[src/rtl/uart_tx_arbiter.sv]
`default_nettype none
// ============================================================================
// Module      : uart_tx_arbiter
// Description : Shares one UART transmitter among NUM_REQ byte producers.
//               Round-robin arbitration with a message lock, so a multi-byte
//               message is never interleaved with another requester's bytes.
//               Drives the UART trigger handshake and flags a sticky error
//               when the transmitter fails to start within START_TIMEOUT.
// Ports       : clk_i, rst_i              clock, async active-high reset
//               req_valid_i/data_i/last_i requester byte offers
//               req_ready_o               one-hot accept pulse
//               tx_data_o, tx_trigger_o   to UART tx_data_i / tx_trigger_i
//               tx_complete_i             from UART tx_complete_o (1 = idle)
//               grant_o, busy_o, err_o    status
// Revision    : 1.0 - initial release
// ============================================================================
module uart_tx_arbiter #(
  parameter int NUM_REQ       = 4,
  parameter int DATA_W        = 8,
  parameter int START_TIMEOUT = 16
) (
  input  logic                        clk_i,
  input  logic                        rst_i,
  input  logic [NUM_REQ-1:0]          req_valid_i,
  input  logic [NUM_REQ*DATA_W-1:0]   req_data_i,
  input  logic [NUM_REQ-1:0]          req_last_i,
  output logic [NUM_REQ-1:0]          req_ready_o,
  output logic [DATA_W-1:0]           tx_data_o,
  output logic                        tx_trigger_o,
  input  logic                        tx_complete_i,
  output logic [NUM_REQ-1:0]          grant_o,
  output logic                        busy_o,
  output logic                        err_o
);

  localparam int IDX_W = $clog2(NUM_REQ);
  localparam int CNT_W = $clog2(START_TIMEOUT) + 1;

  typedef enum logic [1:0] {
    IDLE       = 2'd0,
    TRIG       = 2'd1,
    WAIT_START = 2'd2,
    WAIT_DONE  = 2'd3
  } state_t;

  state_t               state_q;
  logic [IDX_W-1:0]     rr_ptr_q;   // last winner, also the lock owner
  logic                 lock_q;
  logic [CNT_W-1:0]     cnt_q;
  logic [NUM_REQ-1:0]   req_ready_q;
  logic [DATA_W-1:0]    tx_data_q;
  logic                 tx_trigger_q;
  logic [NUM_REQ-1:0]   grant_q;
  logic                 busy_q;
  logic                 err_q;

  // Arbitration result for the current cycle
  logic                 arb_found;
  logic [IDX_W-1:0]     arb_idx;
  logic [DATA_W-1:0]    arb_data;
  logic [IDX_W:0]       cand;

  // A held lock wins outright while its owner still offers a byte; otherwise
  // the lock is ignored here and released at the win below.
  always_comb begin
    arb_found = 1'b0;
    arb_idx   = '0;
    cand      = '0;
    if (lock_q && req_valid_i[rr_ptr_q]) begin
      arb_found = 1'b1;
      arb_idx   = rr_ptr_q;
    end else begin
      for (int i = 1; i <= NUM_REQ; i++) begin
        cand = {1'b0, rr_ptr_q} + (IDX_W+1)'(i);
        if (cand >= (IDX_W+1)'(NUM_REQ)) begin
          cand = cand - (IDX_W+1)'(NUM_REQ);
        end
        if (!arb_found && req_valid_i[cand[IDX_W-1:0]]) begin
          arb_found = 1'b1;
          arb_idx   = cand[IDX_W-1:0];
        end
      end
    end
  end

  always_comb begin
    arb_data = '0;
    for (int i = 0; i < NUM_REQ; i++) begin
      if (arb_idx == IDX_W'(i)) begin
        arb_data = req_data_i[i*DATA_W +: DATA_W];
      end
    end
  end

  always_ff @(posedge clk_i or posedge rst_i) begin
    if (rst_i) begin
      state_q      <= IDLE;
      rr_ptr_q     <= IDX_W'(NUM_REQ-1);
      lock_q       <= 1'b0;
      cnt_q        <= '0;
      req_ready_q  <= '0;
      tx_data_q    <= '0;
      tx_trigger_q <= 1'b0;
      grant_q      <= '0;
      busy_q       <= 1'b0;
      err_q        <= 1'b0;
    end else begin
      // Accept and trigger are single-cycle pulses
      req_ready_q  <= '0;
      tx_trigger_q <= 1'b0;
      case (state_q)
        IDLE: begin
          if (tx_complete_i && arb_found) begin
            state_q      <= TRIG;
            rr_ptr_q     <= arb_idx;
            lock_q       <= ~req_last_i[arb_idx];
            req_ready_q  <= {{(NUM_REQ-1){1'b0}}, 1'b1} << arb_idx;
            grant_q      <= {{(NUM_REQ-1){1'b0}}, 1'b1} << arb_idx;
            tx_data_q    <= arb_data;
            tx_trigger_q <= 1'b1;
            busy_q       <= 1'b1;
          end
        end
        TRIG: begin
          state_q <= WAIT_START;
          cnt_q   <= '0;
        end
        WAIT_START: begin
          if (!tx_complete_i) begin
            state_q <= WAIT_DONE;
          end else if (cnt_q == CNT_W'(START_TIMEOUT-1)) begin
            // UART never acknowledged: give up, drop any message lock
            err_q   <= 1'b1;
            lock_q  <= 1'b0;
            state_q <= IDLE;
            busy_q  <= 1'b0;
          end else begin
            cnt_q <= cnt_q + 1'b1;
          end
        end
        WAIT_DONE: begin
          if (tx_complete_i) begin
            state_q <= IDLE;
            busy_q  <= 1'b0;
          end
        end
        default: begin
          state_q <= IDLE;
          busy_q  <= 1'b0;
        end
      endcase
    end
  end

  assign req_ready_o  = req_ready_q;
  assign tx_data_o    = tx_data_q;
  assign tx_trigger_o = tx_trigger_q;
  assign grant_o      = grant_q;
  assign busy_o       = busy_q;
  assign err_o        = err_q;

endmodule
`default_nettype wire

[config.mk]
export PLATFORM = sky130hd
export DESIGN_NAME = uart_tx_arbiter
export DESIGN_NICKNAME = d
export VERILOG_FILES = /design/src/rtl/uart_tx_arbiter.sv
export SDC_FILE = /design/constraint.sdc
export NUM_CORES = 1
export LEC_CHECK = 0
export ABC_AREA = 1
export CAP_MARGIN = 0
export CORE_ASPECT_RATIO = 0.75
export CORE_MARGIN = 2
export CORE_UTILIZATION = 43
export CTS_CLUSTER_DIAMETER = 50
export DETAILED_ROUTE_END_ITERATION = 7
export GPL_TIMING_DRIVEN = 0
export HOLD_SLACK_MARGIN = 0.1
export MAX_ROUTING_LAYER = met4
export PLACE_DENSITY = 0.87
export SKIP_LAST_GASP = 1
export SYNTH_ARGS = -nofsm -noshare
export SYNTH_HDL_FRONTEND = slang
export SYNTH_SLANG_ARGS = --single-unit
[constraint.sdc]
create_clock -name clk_i -period 2 [get_ports clk_i]
set_input_delay 0.4 -clock clk_i [delete_from_list [all_inputs] [get_ports clk_i]]
set_output_delay 0.4 -clock clk_i [all_outputs]
set_load 0.02 [all_outputs]
=== Word level (Yosys, flattened, before mapping) ===
Cells that the tools add are included.

* Flip-flop bits (word level): 29
* Logic and storage cells: 119
* Input port bits: 43
* Output and inout bits: 19

* Bitwise gates (word level): 1
* Eq/ne operators: 13
* Mux-type cells: 56
* Shift operators: 1
* Order comparisons: 10
* Reductions and logical operators: 19
* Add/sub/neg operators: 9

{| class="wikitable"
|+ Operators with widths
! operator !! number
|-
| $mux 2 || 17
|-
| $mux 8 || 4
|-
| $mux 1 || 21
|-
| $lt 2x3->1 const B || 6
|-
| $bmux 1 s2 || 6
|-
| $ge 3x3->1 const B || 4
|-
| $mux 5 || 2
|-
| $ne 2x2->1 const B || 5
|-
| $pmux 5 s2 || 1
|-
| $reduce_and 3->1 || 3
|-
| $eq 2x2->1 const B || 4
|-
| $mux 4 || 2
|-
| $pmux 2 s4 || 1
|-
| $sub 2x1->2 const B || 4
|-
| $add 2x2->3 const B || 2
|-
| $add 5x1->5 const B || 1
|-
| $eq 5x4->1 const B || 1
|-
| $logic_and 1x1->1 || 5
|-
| $reduce_and 5->1 || 1
|-
| $eq 2x1->1 const B || 2
|-
| $logic_not 2->1 || 2
|-
| $reduce_and 4->1 || 1
|-
| $reduce_bool 2->1 || 2
|-
| $shl 1x2->4 const A || 1
|-
| 9 further kinds || 11
|}

=== Depth between registers and ports, before layout ===
* Depth in word-level cells: 25
* Depth in mapped cells: 18
* Gate-level depth less buffers: 16

=== Worst setup path before layout ===
Ideal clock, no wire load.

* Kind: register to register
* Start: register rr_ptr_q[1]
* End: register tx_data_q[4], in the netlist tx_data_o[4]
* Data required time: 1.879 ns
* Buffers on the path: 2
* Setup time: 0.121 ns
* Arrival time: 1.775 ns
* Stages on the path, launching flop included: 18
* Slack: 0.104 ns
* Clock period less this slack: 1.896 ns
* Path through: dfstp_2 buf_6 inv_4 nand2_1 nand2_2 nand2_1 nand2_2 nor2_4 nand2_2 nand2_2 nand2_2 nand2_2 nand2_4 buf_8 o21ai_1 nand2_1 nand2_1 nand3_2

* Longest elaborated chain between the ends: 25
* Elaborated cells on any way between the ends: 60
* Those cells by class: add/sub (8); order compare (4); eq/ne (3); mux (35); reduce/logical (10)

{| class="wikitable"
|+ Ends and longest elaborated chain
! element !! line !! RTL
|-
| start: declaration || 47 || <nowiki>logic [IDX_W-1:0] rr_ptr_q;</nowiki>
|-
| start signal: assignment || 98 || <nowiki>rr_ptr_q <= IDX_W'(NUM_REQ-1);</nowiki>
|-
| start signal: assignment || 115 || <nowiki>rr_ptr_q <= arb_idx;</nowiki>
|-
| $add 2x1->3 || 74 || <nowiki>cand = {1'b0, rr_ptr_q} + (IDX_W+1)'(i);</nowiki>
|-
| $ge 3x3->1 or $sub 2x1->2 (tied branches) || 75, 76 ||
|-
| $mux 2 || 75 || <nowiki>if (cand >= (IDX_W+1)'(NUM_REQ)) begin</nowiki>
|-
| $mux 2 || 69 || <nowiki>if (lock_q && req_valid_i[rr_ptr_q]) begin</nowiki>
|-
| $bmux 1 s2 || 78 || <nowiki>if (!arb_found && req_valid_i[cand[IDX_W-1:0]]) begin</nowiki>
|-
| $mux 1 (not written as such) || 78 ||
|-
| $mux 1 || 78 ||
|-
| $mux 1 || 69 ||
|-
| (+6 left out) || n/a ||
|-
| $mux 1 || 78 ||
|-
| $mux 1 || 69 ||
|-
| $logic_not 1->1 || 78 ||
|-
| $logic_and 1x1->1 || 78 ||
|-
| $mux 2 || 78 ||
|-
| $mux 2 || 69 ||
|-
| $logic_not 2->1 || 89 || <nowiki>if (arb_idx == IDX_W'(i)) begin</nowiki>
|-
| $mux 8 (4 in a row) || 89 ||
|-
| end signal: assignment || 119 || <nowiki>tx_data_q <= arb_data;</nowiki>
|-
| end: declaration || 51 || <nowiki>logic [DATA_W-1:0] tx_data_q;</nowiki>
|}

Parallel ways exist; a longest one is shown, timed or not. The select of a mux whose other input is x is not followed.
A chain may end at the register's enable or synchronous reset.

=== Final worst setup path ===
* Start: register rr_ptr_q[0]
* End: register tx_data_q[6], in the netlist tx_data_o[6]

Same word-level chain as after synthesis.

==> impl_metrics.yaml <==
critical_path:
  r2r-end: "tx_data_o[6]$_DFFE_PP0P_"
  start_kind: "flop"
  critPathKind: "reg -> reg"
  reg2reg_slack_ns: -0.18
  crit_fanout: 6
  crit_start: "rr_ptr_q[0]$_DFFE_PP1P_"
  crit_arrival_ns: 2.35
  required_ns: 2.17
  reg2reg_from: "rr_ptr_q[0]$_DFFE_PP1P_"
  reg2reg_depth: 17
  critPathCapture: "tx_data_o[6]$_DFFE_PP0P_"
  end_kind: "flop"
logic_synthesis:
  muxShareOfSynthArea_pct: 0.491
  syn_area_per_cell_um2: 7.57
  async_flop_share_pct: 100
  syn_area_mm2: 0.00204
  synth_fa_ha_area_share_pct: 3.69
  synth_top_family_by_area: "simple AND/OR/NAND/NOR gates"
  synth_compound_area_share_pct: 11.1
  yosys.area_share.simple_pct: 38.5
  yosys_warnings: 0
  ys_ff_latch: 29
  yosysUniqueCellTypes: 36
  ys_seq_area_share_pct: 35.7
  yosysTopAreaCell: "dfrtp_1"
  synth_flop_cell: "dfrtp_1"
  synth_edf_count: 0
  syn_nets: 318
  synth_top_cell_area_share_pct: 33.2
  synth.top_cells.by_area: "dfrtp_1, nand2_1, nand2_2"
  yosys.area_share.xor_xnor_pct: 0
  syn_inst: 269
floorplan:
  rows: 21
  die_w_um: 83.5
  core_area_mm2: 0.00452
  start_util_pct: 45.1
  die-area_mm2: 0.00531
  die-height_um: 63.6
  ioPinCount: 62
finish:
  drive_above_1_share_pct: 29.5
  antenna_cells: 0
  fin_cells: 409
  num-nets-final: 400
  syn2layout_area_growth_pct: 51.2
  final_area_mm2: 0.00308
pwr:
  p_comb_share_pct: 76.8
  power_switching_share_pct: 51.1
  p_int_uw: 3040
  power.leakage_uw: 0.00148
  power.density_mw_per_mm2: 2020
  p_seq_share_pct: 15.6
  clock_power_share_pct: 7.6
  ir_worst_vdd_mv: 1.07
  switchingPower_uw: 3180
clock_tree:
  clk_latency_ns: 0.28
  clk_pin_slew_ns: 0.07
  clk_path_buf_depth: 2
  cts_tree: "built"
  cts_root_buffer: "clkbuf_8"
  hold_buffers: 0
  cts.sinks: 29
  cts_made_buffers: 5
  htreeDepth: 2
place:
  hpwl_mm: 3.86
  dp_cells: 387
  gp_congestion: 0.787
  place_area_mm2: 0.00272
  port_buffers: 61
detailed_routing:
  postRouteAntennaNets: 0
  drc: 0
  drt_pass1_iterations: 4
  drtIter0Drc: 136
  routedWlPerCell_um: 14.9
  vias_per_cell: 5.23
  vias: 2138
  drt_wl_total_mm: 6.09
grt:
  antenna_found_initial: 0
  grt_pass1_wl_mm: 9.10
  grtUsageTotal_pct: 22.2
  grt_overflow_total: 0
  grt_max_degree: 30
  grt_pass1_vias: 2021
min_path:
  worstHoldStart: "tx_data_o[0]$_DFFE_PP0P_"
  min_path_type: "reg -> reg"
sta:
  setup_viol: 12
  timing.fmax_ghz: 0.459
  maxSlewHeadroom_pct: 27.2
  post-route-min-period_ns: 2.18
  hold_viol: 0
  skew_ns: 0.00350
  setup_ws_ns: -0.179
  tightest_slew_ns: 1.09
  fin_crit_sh_pct: 109
  tns_ns: -1.58
  rsz0062_at_grt: "yes"
  final_max_slew_viol_count: 0
run:
  drv_cap: 0
status:
  violations: "setup timing"
  status: "finished with violations"
-- stage by stage --
stage / total power [uW] / setup WS (ns) / hold slack (ns) / utilization [%]
6_report: 6220 / -0.179 / 0.476 / 68.2
5_1_grt: 6660 / -0.268 / 0.507 / 68.2
4_1_cts: 5490 / -0.0785 / 0.482 / 64.2
3_5_place_dp: 4600 / -0.365 / 0.464 / 60.2
3_3_place_gp: 4490 / -0.280 / 0.464 / 60.2
2_1_floorplan: 3660 / 0.104 / 0.477 / -
-- cells in the final DEF (no fill, tap or decap), drive strengths merged --
cell | synthesis | routed
nand2 | 105 | 105
clkdlybuf4s50 | 0 | 60
inv | 32 | 32
dfrtp | 27 | 27
nand3 | 25 | 25
buf | 8 | 20
o21ai | 19 | 19
nor2 | 14 | 15
a21oi | 9 | 9
clkbuf | 1 | 7
nand3b | 6 | 6
ha | 6 | 6
o21a | 4 | 4
nor3 | 3 | 3
clkinv | 1 | 3
dfstp | 2 | 2
a22oi | 1 | 1
mux2i | 1 | 1
a22o | 1 | 1
nand4 | 1 | 1
o21bai | 1 | 1
o22ai | 1 | 1
a21boi | 1 | 1
clkinvlp | 0 | 1
dlymetal6s2s | 0 | 1
-- worst max-delay path: stages, from the launching register on --
cell	delay [ns]
dfstp_2	0.59
buf_6	0.14
nand2_2	0.06
nand2_4	0.09
nand2_2	0.06
nand2_2	0.09
inv_2	0.05
nand2_2	0.08
nand2_2	0.08
nand2_2	0.10
nand2_2	0.08
nand2_4	0.14
buf_8	0.15
nand2_4	0.06
nand2_4	0.11
nor2_4	0.04
nand2_1	0.07
nand3_2	0.06
-- Yosys cell counts, types with 2 or more instances --
library cell and number:
nand3b_1 6, a21oi_1 7, ha_1 6, dfrtp_1 27, o21a_1 4, nand2_4 6
nor3_1 3, o21ai_0 11, inv_2 3, dfstp_2 2, o21ai_1 7, nor2_1 8
nand2_1 81, nand3_1 20, nor2_4 3, buf_6 5, inv_1 28, nor2_2 3
nand3_2 5, nand2_2 18
-- layer usage --
layer	global-route usage, %	routed length (um)	vias up	share of wire [%]
met2	36.6	3080	87	51
met4	8.06	80	0	1.3
met1	27.3	2570	1018	42
met3	4.33	361	9	5.9
met5	-	0	-	0
li1	-	-	1024	-
-- power by group through the flow --
stage	Clock (uW)	Combinational (uW)	Sequential (uW)
3_3_place_gp	0	3540	948
3_5_place_dp	0	3650	955
4_1_cts	487	4050	954
6_report	475	4770	971
5_1_grt	514	5150	1000
2_1_floorplan	0	2560	1100
-- worst min-delay path by stage --
stage,to,cells after the start
finish,tx_data_o[0]$_DFFE_PP0P_,2
global route,err_o$_DFFE_PP0P_,1
CTS,tx_data_o[0]$_DFFE_PP0P_,2
detailed placement,tx_data_o[0]$_DFFE_PP0P_,2
global placement,tx_data_o[3]$_DFFE_PP0P_,2
floorplan,busy_o$_DFFE_PP0P_,1
-- state kept, by name, summed over array words and instances (netlist names) --
register and flops:
cnt_q 5, err_o 1, lock_q 1, busy_o 1
grant_o 4, tx_data_o 8, state_q 2, rr_ptr_q 2
tx_trigger_o 1, req_ready_o 4
-- layout make-up --
cell class / instances / area (um2)
plain buffers: 8 / 80.1
inverters: 33 / 131
flip-flops and latches: 29 / 728
multi-input cells: 199 / 1250
clock buffers: 5 / 68.8
fillers: 349 / 1440
well taps: 57 / 71.3
clock inverters: 3 / 17.5
repair buffers: 75 / 732
-- cell families after synthesis --
logic type	after synthesis
buf+inv	42
simple gates	154
compound gates	37
mux	1
fa+ha+maj	6
flops	29
-- what timing repair did --
item                                    4_1_cts  5_1_grt
gates resized for setup                      12       41
pin swaps                                     4        5
endpoints found under the setup margin       14       24
gates cloned                                  3        3
setup buffers                                 6        3
Power figures use the tool's default switching activity.
